File: config.mk
export PLATFORM = sky130hd
export DESIGN_NAME = bp_mem_port_mux
export DESIGN_NICKNAME = d
export VERILOG_FILES = /design/src/rtl/bp_mem_port_mux.sv
export SDC_FILE = /design/constraint.sdc
export NUM_CORES = 1
export LEC_CHECK = 0
export BUFFER_PORTS_ARGS = -buffer_cell sky130_fd_sc_hd__buf_2
export CORE_AREA = 2 2 129 131
export CTS_CLUSTER_SIZE = 24
export DETAILED_ROUTE_END_ITERATION = 7
export DIE_AREA = 0 0 131 133
export SLEW_MARGIN = 5
export SYNTH_ARGS = -nofsm -noshare
export SYNTH_HDL_FRONTEND = slang
export SYNTH_SLANG_ARGS = --single-unit
File: constraint.sdc
create_clock -name clk_i -period 7.5 [get_ports clk_i]
set_input_delay 1.125 -clock clk_i [delete_from_list [all_inputs] [get_ports clk_i]]
set_output_delay 1.125 -clock clk_i [all_outputs]
set_load 0.005 [all_outputs]
File: src/rtl/bp_mem_port_mux.sv
// Round-robin mux of several requester ports onto one in-order memory port, with responses routed back by an order FIFO.
// Optional checks are compiled in with `define BP_MEM_PORT_MUX_ASSERT_EN.
package bp_mem_port_mux_pkg;
  typedef enum logic [1:0] {
    e_bp_default_cfg = 2'd0,
    e_bp_narrow_cfg  = 2'd1
  } bp_params_e;

  function automatic int mem_msg_width(bp_params_e cfg);
    return (cfg == e_bp_narrow_cfg) ? 32 : 64;
  endfunction
endpackage

module bp_mem_port_mux
  import bp_mem_port_mux_pkg::*;
#(
  parameter bp_params_e bp_params_p = e_bp_default_cfg,
  parameter int num_ports_p = 2,
  parameter int order_els_p = 4,
  localparam int msg_w_lp = mem_msg_width(bp_params_p)
) (
  input  logic                            clk_i,
  input  logic                            reset_i,
  input  logic [num_ports_p*msg_w_lp-1:0] port_cmd_i,
  input  logic [num_ports_p-1:0]          port_cmd_v_i,
  output logic [num_ports_p-1:0]          port_cmd_ready_o,
  output logic [msg_w_lp-1:0]             port_resp_o,
  output logic [num_ports_p-1:0]          port_resp_v_o,
  input  logic [num_ports_p-1:0]          port_resp_yumi_i,
  output logic [msg_w_lp-1:0]             mem_cmd_o,
  output logic                            mem_cmd_v_o,
  input  logic                            mem_cmd_ready_i,
  input  logic [msg_w_lp-1:0]             mem_resp_i,
  input  logic                            mem_resp_v_i,
  output logic                            mem_resp_yumi_o
);
  localparam int port_w_lp = (num_ports_p > 1) ? $clog2(num_ports_p) : 1;
  localparam int ptr_w_lp  = $clog2(order_els_p);
  localparam int cnt_w_lp  = $clog2(order_els_p + 1);

  logic [port_w_lp-1:0] order_q [order_els_p];
  logic [ptr_w_lp-1:0]  wptr_q, wptr_d, rptr_q, rptr_d;
  logic [cnt_w_lp-1:0]  cnt_q, cnt_d;
  logic [port_w_lp-1:0] last_grant_q, last_grant_d;
  logic [port_w_lp-1:0] grant, head;
  logic                 found, full, empty, push, pop, resp_v;
  int                   rr_idx;

  // Full is taken from the registered count so a same-cycle pop never frees a slot early.
  assign full  = (cnt_q == cnt_w_lp'(order_els_p));
  assign empty = (cnt_q == '0);
  assign head  = order_q[rptr_q];
  assign port_resp_o = mem_resp_i;

  always_comb begin
    grant  = '0;
    found  = 1'b0;
    rr_idx = 0;
    for (int k = 1; k <= num_ports_p; k++) begin
      rr_idx = int'(last_grant_q) + k;
      if (rr_idx >= num_ports_p) rr_idx = rr_idx - num_ports_p;
      if (!found && port_cmd_v_i[rr_idx]) begin
        found = 1'b1;
        grant = port_w_lp'(rr_idx);
      end
    end
  end

  always_comb begin
    mem_cmd_v_o             = ~reset_i & (|port_cmd_v_i) & ~full;
    mem_cmd_o               = port_cmd_i[grant*msg_w_lp +: msg_w_lp];
    push                    = mem_cmd_v_o & mem_cmd_ready_i;
    port_cmd_ready_o        = '0;
    port_cmd_ready_o[grant] = push;
    resp_v                  = ~reset_i & mem_resp_v_i & ~empty;
    port_resp_v_o           = '0;
    port_resp_v_o[head]     = resp_v;
    mem_resp_yumi_o         = resp_v & port_resp_yumi_i[head];
    pop                     = mem_resp_yumi_o;
  end

  always_comb begin
    wptr_d       = wptr_q;
    rptr_d       = rptr_q;
    cnt_d        = cnt_q;
    last_grant_d = last_grant_q;
    if (push) begin
      wptr_d       = (wptr_q == ptr_w_lp'(order_els_p - 1)) ? '0 : wptr_q + 1'b1;
      last_grant_d = grant;
    end
    if (pop) begin
      rptr_d = (rptr_q == ptr_w_lp'(order_els_p - 1)) ? '0 : rptr_q + 1'b1;
    end
    case ({push, pop})
      2'b10:   cnt_d = cnt_q + 1'b1;
      2'b01:   cnt_d = cnt_q - 1'b1;
      default: cnt_d = cnt_q;
    endcase
  end

  always_ff @(posedge clk_i) begin
    if (reset_i) begin
      wptr_q       <= '0;
      rptr_q       <= '0;
      cnt_q        <= '0;
      last_grant_q <= port_w_lp'(num_ports_p - 1);
    end else begin
      wptr_q       <= wptr_d;
      rptr_q       <= rptr_d;
      cnt_q        <= cnt_d;
      last_grant_q <= last_grant_d;
    end
  end

  always_ff @(posedge clk_i) begin
    if (push) order_q[wptr_q] <= grant;
  end

`ifdef BP_MEM_PORT_MUX_ASSERT_EN
  always_ff @(posedge clk_i) begin
    if (!reset_i) begin
      if (mem_resp_v_i && empty)
        $error("bp_mem_port_mux: memory response with no outstanding command");
      if (!empty && (|(port_resp_yumi_i & ~(num_ports_p'(1) << head))))
        $error("bp_mem_port_mux: yumi on a port that is not the order head");
      if (push && !pop && full)
        $error("bp_mem_port_mux: outstanding counter overflow");
      if (pop && !push && empty)
        $error("bp_mem_port_mux: outstanding counter underflow");
    end
  end
`endif

endmodule

==> results of run 1 <==
-- report_power, final --
| part | leakage, nW | internal [mW] | switching (mW) |
|---|---|---|---|
| Combinational | 1.23 | 0.0808 | 0.0525 |
| Sequential | 0.118 | 0.0811 | 0.00286 |
| Clock | 0.0442 | 0.0807 | 0.0296 |
-- per-stage QoR --
| step | area, um^2 | setup WS [ns] |
|---|---|---|
| after floorplan | 2000 | 4.25 |
| after global placement | 2790 | 3.27 |
| after detailed placement | 2790 | 3.26 |
| after CTS | 2880 | 3.25 |
| after global routing | 2880 | 3.14 |
| final | 2880 | 3.31 |
-- worst reg2reg max path, delay by kind of cell, from the launching register on --
kind	cells	cell delay [ns]
AND/OR/NAND/NOR	3	0.79
adder cells (fa/ha/maj)	2	0.55
multiplexers	1	0.52
flip-flops	1	0.36
XOR/XNOR	1	0.16
AO/OA/AOI/OAI	1	0.13
buffers and inverters	1	0.06
-- final cells by class --
cell class / count / area share, %
Clock buffer: 4 / 3.08
Timing Repair Buffer: 206 / 35.9
Tap cell: 220 / 9.55
Multi-Input combinational cell: 112 / 39.5
Sequential cell: 14 / 11.1
Inverter: 7 / 0.912
-- worst paths after layout --
check / from / to / slack (ns) / cells after the start
worst max-delay path: port_cmd_v_i[0] / mem_cmd_o[2] / 3.31 / 5
worst max register to register: order_q[3]$_DFFE_PP_ / cnt_q[2]$_SDFFE_PP0P_ / 4.88 / 9
worst min register to register: rptr_q[1]$_SDFFE_PP0P_ / rptr_q[1]$_SDFFE_PP0P_ / 0.49 / 2
worst min-delay path: rptr_q[1]$_SDFFE_PP0P_ / rptr_q[1]$_SDFFE_PP0P_ / 0.49 / 2
-- synthesized netlist by cell type (all sizes together) --
master,n,area (um^2)
and4b,1,13.8
or2,1,8.76
a211oi,1,7.51
and2,5,31.3
nor3,1,5.00
mux2,64,721
mux4,1,22.5
dfxtp,10,200
a21boi,1,7.51
ha,6,75.1
fa,1,20.0
mux2i,2,20.0
and2b,1,8.76
edfxtp,4,120
nor3b,1,7.51
buf,72,523
and3b,1,10.0
xor2,2,17.5
and4bb,1,12.5
a21oi,2,10.0
inv,7,26.3
a2111oi,1,27.5
o21ai,5,32.5
nand2b,2,12.5
nor2,10,40.0
or3,1,6.26
a211o,1,8.76
-- kinds of logic (layout without fill, tap and decap cells) --
group           after synthesis  count (layout)
flops                        14              14
mux                          67              67
xor+xnor                      2               2
simple gates                 25              25
fa+ha+maj                     7               7
compound gates               11              11
buf+inv                      79             217
-- metal layers --
layer  vias to the layer above  global-route usage, %  part of all wire [%]
li1                        916                      -                     -
met4                         0                   3.78                   4.7
met3                        26                   2.47                    10
met5                         -                      0                     0
met1                       826                   7.12                    38
met2                       152                   11.5                    47
==> impl_metrics.toml, run 1 <==
[sta]
setup_violations = 0
worst_pin_slew_ns = 0.698
skew_ns = 0.00404
fmax_ghz = 0.239
timing.slew.headroom_pct = 53.3
finalMaxSlewViolations = 0
period_needed_ns = 4.19
finalSetupTns_ns = 0
hold_slack_ns = 0.493
finalHoldViolations = 0
rsz0062_at_grt = "no"
fin_crit_sh_pct = 55.8

[critical_path]
cp_slowest_cell = "buf_4"
start_kind = "primary input"
path_common_cell = "buf_2"
cp_cell_sequence = "buf_2, a21boi_4, buf_4, mux2_2, buf_2"
cp.required_ns = 6.38
worst-path-buf-inv = 3
cpPeakStageDelay_ns = 0.65
worstPathMaxFanout = 51
critPathCaptureType = "primary output"
critical_path_class = "in2out"
crit_arrival_ns = 3.06
crit_family = "buffers and inverters"

[synth]
syn_area_per_cell_um2 = 9.73
synth_cell_types = 31
synth-seq-cells = 14
synth-simple-area-share_pct = 7.84
synthCells = 205
yosysWarnings = 0
synth_mux_area_share_pct = 38.2
mappedNetlistArea_mm2 = 0.00200
synth_compound_area_share_pct = 4.70
ys_seq_area_share_pct = 16.1
synth_xor_area_share_pct = 0.878
syn_nets = 412
synth_top_family_by_area = "multiplexers"
synthAdderAreaFrac_pct = 4.76

[die]
dieArea_mm2 = 0.0174
die_h_um = 133
io_pins = 334
design.core.area_mm2 = 0.0162
placementRows = 47
initial_utilization_pct = 12.3
dieWidth_um = 131

[final_layout]
fillerInstances = 1778
postLayoutCoreUtil_pct = 17.8
regArea_um2 = 320
antennaDiodeCount = 0
nNetsFinal = 551
areaGrowthSynthToFinish_pct = 44.4
final_cell_mix = "buf_2 (205), mux2_2 (64), dfxtp_1 (10)"
drive_gt1_share_pct = 83.4
mostFrequentLayoutCell = "buf_2"
fin_cells = 563
multi_input_area_mm2 = 0.00114

[global_route]
grt_pass1_vias = 1855
antenna_found_initial = 0
grt_overflow = 0
grt_max_degree = 52
grtUsageTotal_pct = 6.75
grt_pass1_wl_um = 9110

[detailed_routing]
dr.pass1.iters = 4
via_count = 1920
viasPerCell = 3.41
drc = 0
first_iter_violations = 83
wl_per_cell_um = 11.8
drt.antenna.violating_nets = 0
drt_wl_total_um = 6620

[worst_hold_path]
hold_class = "reg2reg"

[cts]
cts_tree = "done"
cts_hold_buf = 0
cts_buffers = 3
post_cts_buffers = 0
root_buffer = "clkbuf_16"
cts.sinks = 14
clk_pin_slew_ns = 0.05
h-tree-depth = 1
clockBufferDepth = 2
insertion_delay_ns = 0.24
cts_resized = 0

[power]
p_total_mw = 0.328
ir_worst_vdd_mv = 0.0800
p_leak_nw = 1.39
p_per_area_mw_per_mm2 = 114

[outcome]
status = "complete, no violations"

[flow_run]
max_cap_viol_count = 0

[place]
io_buffers = 205
dpl.cell_count = 559
dp_hpwl_um = 5670
place.gp.congestion = 0.906
(Power assumes the default switching activity.)
==> run 2, diff against run 1 <==
- CORE_AREA: 2 2 129 131 -> 2 2 131 133
- DIE_AREA: 0 0 131 133 -> 0 0 133 135
- clock period: 7.5 -> 3.9 ns (I/O delays scaled with it)
==> run 2 against run 1 <==
  * Worst setup slack lost 2.1 ns
  * Flip-flop and latch count unchanged
  * Utilization decreased by 0.10 points
  * First-iteration DRC count shrank 52%
  * Total power up 91%
  * Largest cell class unchanged
  * Largest power group unchanged
==> impl_metrics.toml, run 2 (synthesized netlist as in run 1, its figures left out) <==
[critical_path]
critical_path_class = "in2out"
worstPathMaxFanout = 39
cp_cell_sequence = "buf_2, a21boi_4, buf_12, mux2_2, buf_2"
path_common_cell = "buf_2"
cpPeakStageDelay_ns = 0.57
start_kind = "primary input"
cp.required_ns = 3.31
crit_arrival_ns = 2.11
critPathCaptureType = "primary output"
cp_slowest_cell = "a21boi_4"

[cts]
clockBufferDepth = 2
cts.sinks = 14
cts_hold_buf = 0
post_cts_buffers = 0
cts_buffers = 3
cts_tree = "done"
insertion_delay_ns = 0.25
cts_resized = 0
root_buffer = "clkbuf_16"
h-tree-depth = 1
clk_pin_slew_ns = 0.05

[final_layout]
final_cell_mix = "buf_2 (205), mux2_2 (64), dfxtp_1 (10)"
mostFrequentLayoutCell = "buf_2"
drive_gt1_share_pct = 83.2
antennaDiodeCount = 0
areaGrowthSynthToFinish_pct = 45.6
postLayoutCoreUtil_pct = 17.7
nNetsFinal = 554

[power]
p_per_area_mw_per_mm2 = 216
ir_worst_vdd_mv = 0.0896
p_leak_nw = 1.41
combinationalPowerShare_pct = 42.8
p_switching_mw = 0.172
power_frac_seq_pct = 25.7
clkPwrFrac_pct = 31.5
p_int_mw = 0.455
p_sw_share_pct = 27.4

[global_route]
grt_overflow = 0
grtUsageTotal_pct = 8.71
grt_pass1_wl_um = 11500
grt_pass1_vias = 1826
grt_max_degree = 40
antenna_found_initial = 0

[detailed_routing]
drt_wl_total_um = 8760
first_iter_violations = 40
via_count = 1923
drt.antenna.violating_nets = 0
dr.pass1.iters = 4
drc = 0
viasPerCell = 3.40
wl_per_cell_um = 15.5

[outcome]
status = "complete, no violations"

[place]
io_buffers = 205
place.gp.congestion = 0.839
dp_hpwl_um = 8110

[sta]
period_needed_ns = 2.69
setup_violations = 0
rsz0062_at_grt = "no"
worst_pin_slew_ns = 0.712
hold_slack_ns = 0.496
fin_crit_sh_pct = 69.0
fmax_ghz = 0.371
timing.slew.headroom_pct = 52.4
finalHoldViolations = 0
skew_ns = 0.00266
finalSetupTns_ns = 0
finalMaxSlewViolations = 0

[flow_run]
max_cap_viol_count = 0

[die]
io_pins = 334
dieWidth_um = 133
dieArea_mm2 = 0.0180
initial_utilization_pct = 12.2
design.core.area_mm2 = 0.0164
placementRows = 47
die_h_um = 135

[worst_hold_path]
hold_class = "reg2reg"
run 2: cell count changes in the layout (fill, tap and decap cells not counted):
cell / change
clkbuf_8: -1
clkbuf_1: +1
buf_12: +1
buf_4: +2
run 2: path summary, 6_finish.rpt:
path	end	depth (start not counted)	from	slack, ns
setup / recovery	mem_cmd_o[55]	5	port_cmd_v_i[0]	1.21
hold / removal	rptr_q[1]$_SDFFE_PP0P_	2	rptr_q[1]$_SDFFE_PP0P_	0.50
setup reg to reg	cnt_q[2]$_SDFFE_PP0P_	9	order_q[3]$_DFFE_PP_	1.23
hold reg to reg	rptr_q[1]$_SDFFE_PP0P_	2	rptr_q[1]$_SDFFE_PP0P_	0.50
run 2: area by class of cell:
type / count / area (um^2)
multi-input cells: 112 / 1140
inverters: 7 / 26.3
clock buffers: 4 / 78.8
fillers: 1835 / 13500
repair buffers: 209 / 1070
flip-flops and latches: 14 / 320
well taps: 220 / 275
run 2: layer usage:
metal,part of all wire [%],global-route usage [%],routed length (um),vias up
met5,0,0,0,-
met1,40,10.5,3510,844
li1,-,-,-,920
met2,50,15.4,4350,156
met3,9.8,2.78,859,3
met4,0.49,1.43,43,0
run 2: power groups by stage:
stage	clock network, mW	logic, mW	registers, mW
after floorplan	0	0.175	0.162
after global placement	0	0.272	0.164
after detailed placement	0	0.272	0.164
after CTS	0.203	0.274	0.161
after global routing	0.209	0.293	0.162
final	0.197	0.268	0.161
run 2: stage by stage:
step | instances | setup slack (ns) | power, mW | instance area, um^2
3_5_place_dp | 562 | 1.17 | 0.436 | 2830
3_3_place_gp | 562 | 1.18 | 0.436 | 2830
6_report | 566 | 1.21 | 0.627 | 2910
4_1_cts | 566 | 1.18 | 0.638 | 2910
2_1_floorplan | 205 | 1.36 | 0.338 | 2000
5_1_grt | 566 | 1.09 | 0.665 | 2910
run 2: worst max-delay path, delay by kind of cell:
| family | cells | cell delay (ns) |
|---|---|---|
| muxes | 1 | 0.37 |
| AOI/OAI and AO/OA | 1 | 0.57 |
| buffers and inverters | 3 | 0.55 |
